[src/rtl/lenet_pkg.sv]
// Shared definitions for the LeNet memory/compute slice.
//   br_state_t     : burst-reader FSM state encoding
//   BR_DATA_WIDTH  : default DRAM word width
//   BR_ADDR_WIDTH  : default DRAM word-address width
`timescale 1ns/1ps
package lenet_pkg;

  localparam int BR_DATA_WIDTH = 32;
  localparam int BR_ADDR_WIDTH = 18;

  typedef enum logic [1:0] {
    BR_IDLE  = 2'd0,
    BR_ISSUE = 2'd1,
    BR_DRAIN = 2'd2,
    BR_DONE  = 2'd3
  } br_state_t;

endpackage

[src/rtl/dram_burst_reader_sync_fifo.sv]
// sync_fifo: single-clock first-word-fall-through FIFO.
//   clk, rst : clock, asynchronous active-high reset (empties FIFO, zeroes storage)
//   push/din : write din when push (also accepted at full if a pop happens the same cycle)
//   pop      : drop the head entry (ignored when empty)
//   dout     : head entry, valid whenever count != 0
//   count    : number of stored entries, 0..DEPTH
`timescale 1ns/1ps
module sync_fifo #(
  parameter int WIDTH = 32,
  parameter int DEPTH = 4
) (
  input  logic                     clk,
  input  logic                     rst,
  input  logic                     push,
  input  logic [WIDTH-1:0]         din,
  input  logic                     pop,
  output logic [WIDTH-1:0]         dout,
  output logic [$clog2(DEPTH):0]   count
);

  localparam int PW = $clog2(DEPTH);
  localparam int CW = PW + 1;

  logic [WIDTH-1:0] mem [DEPTH];
  logic [PW-1:0]    wr_ptr;
  logic [PW-1:0]    rd_ptr;
  logic             do_push;
  logic             do_pop;

  assign do_pop  = pop && (count != '0);
  assign do_push = push && ((count < CW'(DEPTH)) || do_pop);
  assign dout    = mem[rd_ptr];

  // Storage is reset so the head reads as zero after reset.
  always_ff @(posedge clk or posedge rst) begin
    if (rst) begin
      for (int i = 0; i < DEPTH; i++) mem[i] <= '0;
      wr_ptr <= '0;
    end else if (do_push) begin
      mem[wr_ptr] <= din;
      wr_ptr      <= wr_ptr + PW'(1);
    end
  end

  always_ff @(posedge clk or posedge rst) begin
    if (rst) begin
      rd_ptr <= '0;
    end else if (do_pop) begin
      rd_ptr <= rd_ptr + PW'(1);
    end
  end

  always_ff @(posedge clk or posedge rst) begin
    if (rst) begin
      count <= '0;
    end else begin
      case ({do_push, do_pop})
        2'b10:   count <= count + CW'(1);
        2'b01:   count <= count - CW'(1);
        default: count <= count;
      endcase
    end
  end

endmodule

[src/rtl/dram_burst_reader.sv]
// dram_burst_reader: issues `length` consecutive DRAM word reads from
// `base_addr`, absorbs variable read latency and delivers the words in order
// through a small FWFT FIFO.
//   clk, rst             : clock, asynchronous active-high reset
//   start/base_addr/length : burst request, sampled only in IDLE
//   dram_en_rd/dram_addr_rd : read request, one word per asserted cycle
//   dram_valid/dram_data_rd : in-order read return, latency >= 1
//   out_valid/out_data/out_ready : output stream
//   busy  : high outside IDLE
//   done  : one-cycle pulse after the last word is accepted
//   state : current FSM state (debug visibility)
//
// Handshake: a word transfers on every cycle where out_valid && out_ready are
// both high at the rising edge; out_valid never depends on out_ready, and
// out_data is stable while out_valid is high and out_ready is low.
`timescale 1ns/1ps
module dram_burst_reader
  import lenet_pkg::*;
#(
  parameter int DATA_WIDTH = BR_DATA_WIDTH,
  parameter int ADDR_WIDTH = BR_ADDR_WIDTH,
  parameter int LEN_WIDTH  = 12,
  parameter int FIFO_DEPTH = 4
) (
  input  logic                  clk,
  input  logic                  rst,
  input  logic                  start,
  input  logic [ADDR_WIDTH-1:0] base_addr,
  input  logic [LEN_WIDTH-1:0]  length,
  output logic                  dram_en_rd,
  output logic [ADDR_WIDTH-1:0] dram_addr_rd,
  input  logic                  dram_valid,
  input  logic [DATA_WIDTH-1:0] dram_data_rd,
  output logic                  out_valid,
  output logic [DATA_WIDTH-1:0] out_data,
  input  logic                  out_ready,
  output logic                  busy,
  output logic                  done,
  output br_state_t             state
);

  localparam int CW = $clog2(FIFO_DEPTH) + 1;

  br_state_t             state_q;
  br_state_t             state_d;
  logic [ADDR_WIDTH-1:0] addr_q;
  logic [LEN_WIDTH-1:0]  issue_left;
  logic [LEN_WIDTH-1:0]  deliver_left;
  logic [CW-1:0]         outstanding;
  logic [CW-1:0]         fifo_count;
  logic                  credit_ok;
  logic                  accept;
  logic                  push;
  logic                  pop;

  // Every word in flight or buffered holds a FIFO slot, so a return can
  // never find the FIFO full. The sum is computed one bit wider.
  assign credit_ok = ({1'b0, outstanding} + {1'b0, fifo_count}) < (CW+1)'(FIFO_DEPTH);
  assign accept    = start && (state_q == BR_IDLE);
  // Returns with nothing outstanding are strays (e.g. after a reset) and are dropped.
  assign push      = dram_valid && (outstanding != '0);
  assign out_valid = (fifo_count != '0);
  assign pop       = out_valid && out_ready;

  assign dram_addr_rd = addr_q;
  assign state        = state_q;

  // State register
  always_ff @(posedge clk or posedge rst) begin
    if (rst) state_q <= BR_IDLE;
    else     state_q <= state_d;
  end

  // Next-state logic. DRAIN leaves on the final handshake itself so that
  // done lands exactly one cycle after it.
  always_comb begin
    state_d = state_q;
    case (state_q)
      BR_IDLE: begin
        if (start) state_d = (length == '0) ? BR_DONE : BR_ISSUE;
      end
      BR_ISSUE: begin
        if (dram_en_rd && (issue_left == LEN_WIDTH'(1))) state_d = BR_DRAIN;
      end
      BR_DRAIN: begin
        if ((deliver_left == '0) || (pop && (deliver_left == LEN_WIDTH'(1))))
          state_d = BR_DONE;
      end
      BR_DONE: state_d = BR_IDLE;
      default: state_d = BR_IDLE;
    endcase
  end

  // Output logic
  always_comb begin
    dram_en_rd = 1'b0;
    busy       = 1'b0;
    done       = 1'b0;
    case (state_q)
      BR_IDLE:  ;
      BR_ISSUE: begin
        busy       = 1'b1;
        dram_en_rd = credit_ok;
      end
      BR_DRAIN: busy = 1'b1;
      BR_DONE: begin
        busy = 1'b1;
        done = 1'b1;
      end
      default: ;
    endcase
  end

  // Address and remaining-word counters
  always_ff @(posedge clk or posedge rst) begin
    if (rst) begin
      addr_q       <= '0;
      issue_left   <= '0;
      deliver_left <= '0;
    end else if (accept) begin
      addr_q       <= base_addr;
      issue_left   <= length;
      deliver_left <= length;
    end else begin
      if (dram_en_rd) begin
        addr_q     <= addr_q + ADDR_WIDTH'(1);
        issue_left <= issue_left - LEN_WIDTH'(1);
      end
      if (pop && (deliver_left != '0)) deliver_left <= deliver_left - LEN_WIDTH'(1);
    end
  end

  // Reads issued but not yet returned
  always_ff @(posedge clk or posedge rst) begin
    if (rst) begin
      outstanding <= '0;
    end else begin
      case ({dram_en_rd, push})
        2'b10:   outstanding <= outstanding + CW'(1);
        2'b01:   outstanding <= outstanding - CW'(1);
        default: outstanding <= outstanding;
      endcase
    end
  end

  sync_fifo #(
    .WIDTH (DATA_WIDTH),
    .DEPTH (FIFO_DEPTH)
  ) u_fifo (
    .clk   (clk),
    .rst   (rst),
    .push  (push),
    .din   (dram_data_rd),
    .pop   (pop),
    .dout  (out_data),
    .count (fifo_count)
  );

endmodule

[config.mk]
export PLATFORM = sky130hd
export DESIGN_NAME = dram_burst_reader
export DESIGN_NICKNAME = d
export VERILOG_FILES = /design/src/rtl/lenet_pkg.sv /design/src/rtl/dram_burst_reader_sync_fifo.sv /design/src/rtl/dram_burst_reader.sv
export SDC_FILE = /design/constraint.sdc
export NUM_CORES = 1
export LEC_CHECK = 0
export ABC_CLOCK_PERIOD_IN_PS = 8300
export BUFFER_PORTS_ARGS = -buffer_cell sky130_fd_sc_hd__buf_4
export CORE_MARGIN = 5
export CORE_UTILIZATION = 50
export CTS_BUF_LIST = sky130_fd_sc_hd__clkbuf_4 sky130_fd_sc_hd__clkbuf_8 sky130_fd_sc_hd__clkbuf_16
export DETAILED_ROUTE_END_ITERATION = 8
export PLACE_DENSITY = 0.71
export RECOVER_POWER = 50
export SYNTH_ARGS = -nofsm -noshare
export SYNTH_HDL_FRONTEND = slang
export SYNTH_SLANG_ARGS = --single-unit
[constraint.sdc]
create_clock -name clk -period 8.3 [get_ports clk]
set_input_delay 0 -clock clk [delete_from_list [all_inputs] [get_ports clk]]
set_output_delay 0 -clock clk [all_outputs]
set_load 0.005 [all_outputs]
# Yosys cells after proc, flatten, opt, wreduce, memory -nomap -nowiden
# Index checks and enable logic that the tools add are counted.
# totals
elab_cells,86
register_bits,182
output_inout_bits,56
in_bits,67
# op_classes
n_bitwise,2
reduce_logical,23
n_mux,22
n_eq_ne,12
n_lt_le_gt_ge,5
add_sub_neg,10
# ops
operator,n
128-bit bitwise mux,1
32-bit 2-to-1 mux,3
32-bit binary-select mux with 2-bit select,1
32-bit demux with 2-bit select,1
12-bit 2-to-1 mux,4
18-bit 2-to-1 mux,2
"12-bit by 1-bit == test with 1-bit output, second input constant",2
12-bit logical NOT,2
"12-bit by 1-bit subtractor with 12-bit output, second input constant",2
"18-bit by 1-bit adder with 18-bit output, second input constant",1
3-bit case mux with 2 select lines,2
12-bit nonzero test,1
1-bit logical AND,9
"2-bit == test, second input constant",4
2-bit 2-to-1 mux,4
2-bit case mux with 4 select lines,1
2-bit nonzero test,4
"3-bit by 1-bit adder with 3-bit output, second input constant",2
"2-bit by 1-bit == test with 1-bit output, second input constant",3
"3-bit greater-or-equal comparator, second input constant",2
"2-bit != test, second input constant",3
2-bit inverter with 3-bit output,2
3-bit nonzero test,2
"3-bit by 1-bit subtractor with 3-bit output, second input constant",2
other kinds (10),14

# Depth between registers and ports, before layout
# Gate-level depths: netlist of the first run.
# depth
depth_word,7
mapped_depth,10
depth_no_buf,10

# Hierarchy
# From an unflattened synthesis of the first run, not the netlist that was laid out.
# unflattened
cells_unflattened,645
hier_area_um2,9295.2
# by_module_without_submodules
module,area_per_inst_um2,cells_each,n_inst,seq_area_each_um2
sync_fifo,6556.3,348,1,3378.2
dram_burst_reader,2738.9,297,1,1176.1

# Least setup slack after synthesis of the first run
# Ideal clock, no wire load.
# synth_timing
kind,reg2reg
from,reg u_fifo.count[2]
to,reg addr_q[11] (netlist: dram_addr_rd[11])
required_time_ns,8.218
path_stages_with_launch,7
path_slack_ns,5.829
path_buffers,1
arrival_ns,2.389
period_less_slack_ns,2.471
setup_time_ns,0.082
path_cell_list,dfrtp_1 ha_1 or4b_4 or3_4 buf_6 or4_1 a31oi_1
# synth_between
elab_chain_cells,4
# synth_lines
element,line,rtl
start: declaration,dram_burst_reader_sync_fifo.sv:18,output logic [$clog2(DEPTH):0] count
start signal: assignment,dram_burst_reader_sync_fifo.sv:58,2'b10: count <= count + CW'(1);
start signal: assignment,dram_burst_reader_sync_fifo.sv:59,2'b01: count <= count - CW'(1);
start signal: assignment,dram_burst_reader_sync_fifo.sv:60,default: count <= count;
3-bit by 3-bit adder with 4-bit output,dram_burst_reader.sv:58,"assign credit_ok = ({1'b0, outstanding} + {1'b0, fifo_count}) < (CW+1)'(FIFO_DEPTH);"
4-bit by 3-bit < comparator with 1-bit output,dram_burst_reader.sv:58,
1-bit 2-to-1 mux,dram_burst_reader.sv:99,case (state_q)
2-bit nonzero test (no source line),n/a,
end signal: assignment,dram_burst_reader.sv:121,addr_q <= base_addr;
end signal: assignment,dram_burst_reader.sv:126,addr_q <= addr_q + ADDR_WIDTH'(1);
end: declaration,dram_burst_reader.sv:46,logic [ADDR_WIDTH-1:0] addr_q;
# No other way between the ends.
# A chain may end at the register's enable or synchronous reset.

==> reports/metrics.cfg, run 1 <==
[power_and_ir_drop]
power-per-cell-area_nw_per_um2 = 382.9
peakVddDrop_uv = 197.3
cellLeakagePower_uw = 0.004649
totalPowerFinal_uw = 4213

[worst_setup_path]
crit_arrival_ns = 4.30
cp-end-kind = asynchronous set/reset pin
crit-reg2reg-capture = dram_addr_rd[10]
ff2ff_setup_slack_ns = 5.01
startpoint_type = input port
worst-path-max-fanout = 97
path_class = input port to asynchronous set/reset pin
ff2ff_path_depth = 6
crit_required_ns = 8.70
regToRegStartpoint = state[1]

[finish]
final_cells = 1071
antennaDiodeCount = 0
num-nets-final = 922
area_growth_syn_to_layout_pct = 25.66
fillCellCount = 1298
drive_above_1_share = 0.3806
stdcell_area_sq_um = 11000
utilization_after_layout = 0.6384

[grt]
gr-usage-met2 = 0.3528
grt_first_pass_wirelength_um = 33060
gr-usage-met3 = 0.05981
busiest_layer_in_global_routing = met2
grt_use_total = 0.2053
grt_max_degree = 98
antenna_found_initial = 0
grt_overflow = 0
via_count_of_the_first_global_routing_pass = 6631
globalRouteMet1Util = 0.2568

[timing]
clock_skew_ns = 0.006524
final.period_utilization = 0.4695
timing_hold_violations_final = 0
report.final.setup_viol = 0
report.final.slew_viol_count = 98
timing.max_slew.rel_slack = -1.892
timing.fmax_mhz = 256.6
tightestPinTransition_ns = 4.314
setup_total_negative_slack_ns = 0
grt_setup_unrepaired = false
finalCriticalPeriod_ns = 3.897

[detailed_routing]
num_vias = 6093
drt_first_iter_violations = 284
antenna_left = 0
wl_per_cell_um = 18.32
drt_pre_antenna_iters = 5
detail_route.wirelength_um = 19630
post_detailed_route_via_to_cell_ratio = 5.689
remaining_drc_errors = 0

[min_path]
min_to = state[0]
min-delay-path-class = input port to flop
hold_depth = 4
hold_path_startpoint = start

[synth]
ys_types = 49
synth_ff_type = sky130_fd_sc_hd__dfrtp_1
yosysMostFrequentCell = sky130_fd_sc_hd__dfrtp_1
synthArstFlopShare = 1.000
number_of_enable_type_register_cells_in_the_synthesized_netlist = 0
seq_area_frac_synth = 0.5201
synth-warning-count = 0
synth_common_cells = sky130_fd_sc_hd__dfrtp_1, sky130_fd_sc_hd__mux2_2, sky130_fd_sc_hd__mux4_2, sky130_fd_sc_hd__nor2_1, sky130_fd_sc_hd__a31oi_1
postSynthRegisterBits = 182
avgSynthCellArea_sq_um = 13.29
post_synth_inst_count = 659
synth_nets = 747
synth.cell_area_sq_um = 8757
synth.area.top_cells = sky130_fd_sc_hd__dfrtp_1, sky130_fd_sc_hd__mux2_2, sky130_fd_sc_hd__mux4_2
most_area_hungry_cell_type_in_the_yosys_netlist = sky130_fd_sc_hd__dfrtp_1
synth_top_area_share = 0.5201

[placement]
detailedPlacementHpwl_um = 12770
place.port_buffers = 122
dp_cells = 977
post_dp_cell_area_sq_um = 9841
gp_routability_congestion = 0.8345

[clock_network]
cts.htree.levels = 4
clk_latency_ns = 0.43
cts_root_buffer = sky130_fd_sc_hd__clkbuf_16
cts.reportedPaths.clkPinSlew_ns = 0.06
clock_sink_count = 182
cts_tree = done
postCtsResizedCells = 0
max-clock-path-buffers = 2
cts-buffers-inserted = 17

[floorplan]
fp.dieW_um = 142.3
core-area_sq_um = 17240
top_level_ports = 123
placementRows = 48
start_util = 0.5081
floorplan.die_area_sq_um = 20260
die_y_um = 142.3

[flow_run]
max-cap-violations = 1

[status]
failing_checks = max-capacitance violations, max-slew violations
run_status = finished, violations left

## state kept, by name, indices dropped and copies added, names as in the netlist
signal         flops
outstanding        3
dram_addr_rd      18
issue_left        12
u_fifo.rd_ptr      2
u_fifo.wr_ptr      2
state              2
u_fifo.count       3
deliver_left      12
u_fifo.mem       128
## cell families (layout without fill, tap and decap cells)
kind of cell,after synthesis,count (layout),synth area share
flops,182,182,0.5201
mux,165,165,0.2526
simple gates,133,133,0.08530
compound gates,82,82,0.06158
buf+inv,55,242,0.02772
fa+ha+maj,21,21,0.03172
xor+xnor,21,21,0.02100
## per-layer routing
layer / up-vias / wire length [um]
met4: 0 / 232
li1: 2823 / -
met3: 20 / 997
met5: - / 0
met1: 3102 / 8194
met2: 148 / 10200
## cell usage in the layout, fill, tap and decap left out, types with 4 or more instances in the layout
cell type                       netlist  final
sky130_fd_sc_hd__dfrtp_1            182    181
sky130_fd_sc_hd__mux2_2             128    128
sky130_fd_sc_hd__buf_4                0     94
sky130_fd_sc_hd__dlygate4sd3_1        0     63
sky130_fd_sc_hd__mux4_2              32     32
sky130_fd_sc_hd__nor2_1              30     30
sky130_fd_sc_hd__a31oi_1             26     26
sky130_fd_sc_hd__clkbuf_4             0     25
sky130_fd_sc_hd__inv_1               22     21
sky130_fd_sc_hd__o21ai_0             21     21
sky130_fd_sc_hd__nand2_1             24     20
sky130_fd_sc_hd__ha_1                19     19
sky130_fd_sc_hd__or4_1               18     18
sky130_fd_sc_hd__clkbuf_16            0     17
sky130_fd_sc_hd__or3_1               13     13
sky130_fd_sc_hd__o31ai_1             13     13
sky130_fd_sc_hd__xor2_1              11     11
sky130_fd_sc_hd__nand3_1             11     11
sky130_fd_sc_hd__xnor2_1             10     10
sky130_fd_sc_hd__clkbuf_1            16      9
sky130_fd_sc_hd__a21oi_1              7      7
sky130_fd_sc_hd__nand4_1              6      6
sky130_fd_sc_hd__nor4_1               6      6
sky130_fd_sc_hd__mux2i_1              5      5
sky130_fd_sc_hd__nor3_1               5      5
sky130_fd_sc_hd__nand2_2              0      4
sky130_fd_sc_hd__and2_1               4      4
sky130_fd_sc_hd__clkinv_4             0      4
## worst max path at each step
stage	startpoint	to	slack (ns)
2_1_floorplan	rst	deliver_left[0]	3.36
3_3_place_gp	state[1]	dram_addr_rd[10]	5.68
3_5_place_dp	state[1]	dram_addr_rd[10]	5.55
4_1_cts	state[1]	dram_addr_rd[10]	5.54
5_1_grt	rst	u_fifo.mem[58]	3.51
6_report	rst	u_fifo.mem[58]	4.40
## critical path, cell delays in order
cell and delay, ns:
sky130_fd_sc_hd__dlygate4sd3_1 0.53, sky130_fd_sc_hd__clkbuf_4 0.13, sky130_fd_sc_hd__clkinvlp_2 2.39, sky130_fd_sc_hd__buf_4 1.10
## final cells by class
cell class,instances,area [sq um],area share
clock buffer,20,454.2,0.04127
clock inverter,11,126.4,0.01148
multi-input combinational,422,3960,0.3599
tap,225,281.5,0.02558
sequential,182,4556,0.4140
inverter,22,83.83,0.007618
timing repair buffer,189,1543,0.1402
## power by group
| group | leakage [uW] | internal [uW] | total [uW] | switching [uW] |
|---|---|---|---|---|
| Combinational | 0.00222 | 1040 | 1750 | 711 |
| Clock | 0.000287 | 457 | 793 | 336 |
| Sequential | 0.00214 | 1340 | 1670 | 332 |
| Total | 0.00465 | 2830 | 4210 | 1380 |
## metrics by stage
| step | hold WS, ns | worst slack, ns |
|---|---|---|
| 4_1_cts | 0.05178 | 5.543 |
| 5_1_grt | 0.07073 | 3.509 |
| 2_1_floorplan | 0.1157 | 3.356 |
| 3_3_place_gp | 0.2006 | 5.676 |
| 3_5_place_dp | 0.2082 | 5.552 |
| 6_report | 0.07124 | 4.403 |
## repair_timing
item                                   in CTS  in global routing
buffers inserted                            0                  0
endpoints found under the hold margin     266                  0
hold buffers                               63                  0
No activity file was read; power rests on OpenSTA's default activity.
==> inputs of run 2 (changes only) <==
--- a/config.mk
+++ b/config.mk
@@ -5,13 +5,13 @@
 export SDC_FILE = /design/constraint.sdc
 export NUM_CORES = 1
 export LEC_CHECK = 0
-export ABC_CLOCK_PERIOD_IN_PS = 8300
+export ABC_CLOCK_PERIOD_IN_PS = 3200
 export BUFFER_PORTS_ARGS = -buffer_cell sky130_fd_sc_hd__buf_4
 export CORE_MARGIN = 5
 export CORE_UTILIZATION = 50
 export CTS_BUF_LIST = sky130_fd_sc_hd__clkbuf_4 sky130_fd_sc_hd__clkbuf_8 sky130_fd_sc_hd__clkbuf_16
 export DETAILED_ROUTE_END_ITERATION = 8
-export PLACE_DENSITY = 0.71
+export PLACE_DENSITY = 0.74
 export RECOVER_POWER = 50
 export SYNTH_ARGS = -nofsm -noshare
 export SYNTH_HDL_FRONTEND = slang
==> constraint.sdc (replaced) <==
create_clock -name clk -period 3.2 [get_ports clk]
set_input_delay 0 -clock clk [delete_from_list [all_inputs] [get_ports clk]]
set_output_delay 0 -clock clk [all_outputs]
set_load 0.005 [all_outputs]
==> run 2 against run 1 <==
  * Sequential share of layout area fell by 0.41 points
  * Utilization up 0.66 points
  * First-iteration DRC count up 11%
  * Highest routed layer unchanged
  * Die area stayed put
  * Final cell count is 0.93% higher
  * Critical endpoint is now dram_addr_rd[10]
  * Final area increased by 1.0%
  * The run still ends with max-capacitance violations, max-slew violations left
  * Largest power group unchanged
  * Sequential cell count unchanged
  * Power grew to 2.6 times the previous value
  * Worst hold slack got worse by 0.0010 ns
==> reports/metrics.cfg, run 2 (synthesized netlist as in run 1, its figures left out) <==
[status]
run_status = finished, violations left
failing_checks = max-capacitance violations, max-slew violations

[finish]
drive_above_1_share = 0.3951  ; +0.01446
layout.cells.most_common_list = sky130_fd_sc_hd__dfrtp_1, sky130_fd_sc_hd__mux2_2, sky130_fd_sc_hd__buf_4
area_growth_syn_to_layout_pct = 26.96
utilization_after_layout = 0.6450  ; +0.006606
ff_latch_area_sq_um = 4557  ; about the same
leading_cell_type_in_the_layout_fill_and_taps_excluded = sky130_fd_sc_hd__dfrtp_1
num-nets-final = 929  ; +0.76%
top_reg_by_flops = u_fifo.mem
multi_input_area_sq_um = 3970  ; +0.25%
flip_flop_count_of_the_largest_register_after_layout = 128  ; unchanged
fillCellCount = 1268  ; -2.3%

[timing]
grt_setup_unrepaired = false
timing_hold_violations_final = 0  ; unchanged
timing.final.ws_setup_ns = 0.5182  ; -3.885 ns
tightestPinTransition_ns = 1.515  ; -2.799 ns
timing.fmax_mhz = 372.9
finalCriticalPeriod_ns = 2.682
clock_skew_ns = 0.008406  ; +0.001883 ns
report.final.setup_viol = 0  ; unchanged
worst_hold_slack_ns = 0.07024  ; -0.001000 ns
setup_total_negative_slack_ns = 0  ; unchanged
timing.max_slew.rel_slack = -0.01565  ; +1.876
report.final.slew_viol_count = 34  ; -65%
final.period_utilization = 0.8381

[worst_setup_path]
crit_arrival_ns = 3.04  ; -1.26 ns
startpoint_type = flop
crit_required_ns = 3.56  ; -5.14 ns
cp-end-kind = flop
worst-path-max-fanout = 11  ; -89%
path_class = flop to flop

[grt]
grt_max_degree = 81  ; -17%
grt_first_pass_wirelength_um = 33350  ; +0.88%
via_count_of_the_first_global_routing_pass = 6676  ; +0.68%
antenna_found_initial = 1  ; +1
grt_overflow = 0  ; unchanged
grt_use_total = 0.2066  ; +0.001311

[clock_network]
postCtsResizedCells = 0  ; unchanged
cts_tree = done
cts-buffers-inserted = 17  ; unchanged
cts.htree.levels = 4  ; unchanged
max-clock-path-buffers = 2  ; unchanged
clk_latency_ns = 0.42  ; about the same
clock_sink_count = 182  ; unchanged
post_cts_buffers = 0  ; unchanged
cts_root_buffer = sky130_fd_sc_hd__clkbuf_16
cts.reportedPaths.clkPinSlew_ns = 0.07  ; about the same
cts.hold.buffers_added = 63  ; unchanged

[floorplan]
start_util = 0.5081  ; unchanged
top_level_ports = 123  ; unchanged
floorplan.die_area_sq_um = 20260  ; unchanged
core-area_sq_um = 17240  ; unchanged
die_y_um = 142.3  ; unchanged
fp.dieW_um = 142.3  ; unchanged
placementRows = 48  ; unchanged

[flow_run]
max-cap-violations = 1  ; unchanged

[detailed_routing]
num_vias = 6197  ; +1.7%
detail_route.wirelength_um = 20090  ; +2.3%
wl_per_cell_um = 18.58  ; +1.4%
antenna_left = 0  ; unchanged
drt_first_iter_violations = 316  ; +11%
drt_pre_antenna_iters = 4  ; -1
remaining_drc_errors = 0  ; unchanged
post_detailed_route_via_to_cell_ratio = 5.733  ; +0.77%

[placement]
place.port_buffers = 122  ; unchanged
gp_routability_congestion = 0.8598  ; +3.0%
detailedPlacementHpwl_um = 13260  ; +3.9%
placement.setup.worst_slack_ns = 0.6622  ; -4.890 ns

[power_and_ir_drop]
power-per-cell-area_nw_per_um2 = 1001  ; +160%
peakVddDrop_uv = 632.2  ; +220%
totalPowerFinal_uw = 11130  ; +160%
cellLeakagePower_uw = 0.004708  ; +1.3%

[min_path]
min-delay-path-class = input port to flop

-- run 2: worst max-delay path: stages, from the launching register on --
cell                       delay, ns
sky130_fd_sc_hd__dfrtp_1        0.42
sky130_fd_sc_hd__inv_1          0.14
sky130_fd_sc_hd__ha_1           0.25
sky130_fd_sc_hd__nor4b_2        0.21
sky130_fd_sc_hd__clkbuf_1       0.33
sky130_fd_sc_hd__nand3_1        0.41
sky130_fd_sc_hd__or4b_2         0.74
sky130_fd_sc_hd__nand3_1        0.10
-- run 2: layout make-up --
| type | count | share of cell area |
|---|---|---|
| clock buffer | 18 | 0.03950 |
| inverter | 22 | 0.007540 |
| multi-input combinational | 422 | 0.3571 |
| clock inverter | 13 | 0.01508 |
| tap | 225 | 0.02532 |
| timing repair buffer | 196 | 0.1449 |
| sequential | 182 | 0.4099 |
| antenna | 3 | 0.0006752 |
-- run 2: stage by stage --
stage,cell area [sq um],cells
after floorplan,8761,659
after global placement,9918,984
after detailed placement,9918,984
after CTS,11160,1078
after global routing,11120,1081
final,11120,1081
-- run 2: final timing paths --
check / to / slack [ns] / startpoint / cells after the start
worst min-delay path: state[1] / 0.07 / start / 4
worst max-delay path: dram_addr_rd[10] / 0.52 / state[1] / 7
min in group asynchronous: dram_addr_rd[11] / 0.48 / rst / 3
worst min register to register: u_fifo.mem[54] / 0.50 / u_fifo.mem[54] / 1
max in group asynchronous: u_fifo.mem[97] / 0.97 / rst / 4
worst max register to register: dram_addr_rd[10] / 0.52 / state[1] / 7
-- run 2: per-layer routing --
layer,share of wire,GRT usage
met1,0.41,0.2571
met3,0.043,0.04704
met2,0.54,0.3714
met4,0.0067,0.04302
met5,0,0
-- run 2: power breakdown --
group | switching, uW | internal (uW) | total [uW]
sequential | 950 | 3480 | 4430
clock | 896 | 1260 | 2150
combinational | 1800 | 2740 | 4540
total | 3650 | 7480 | 11100
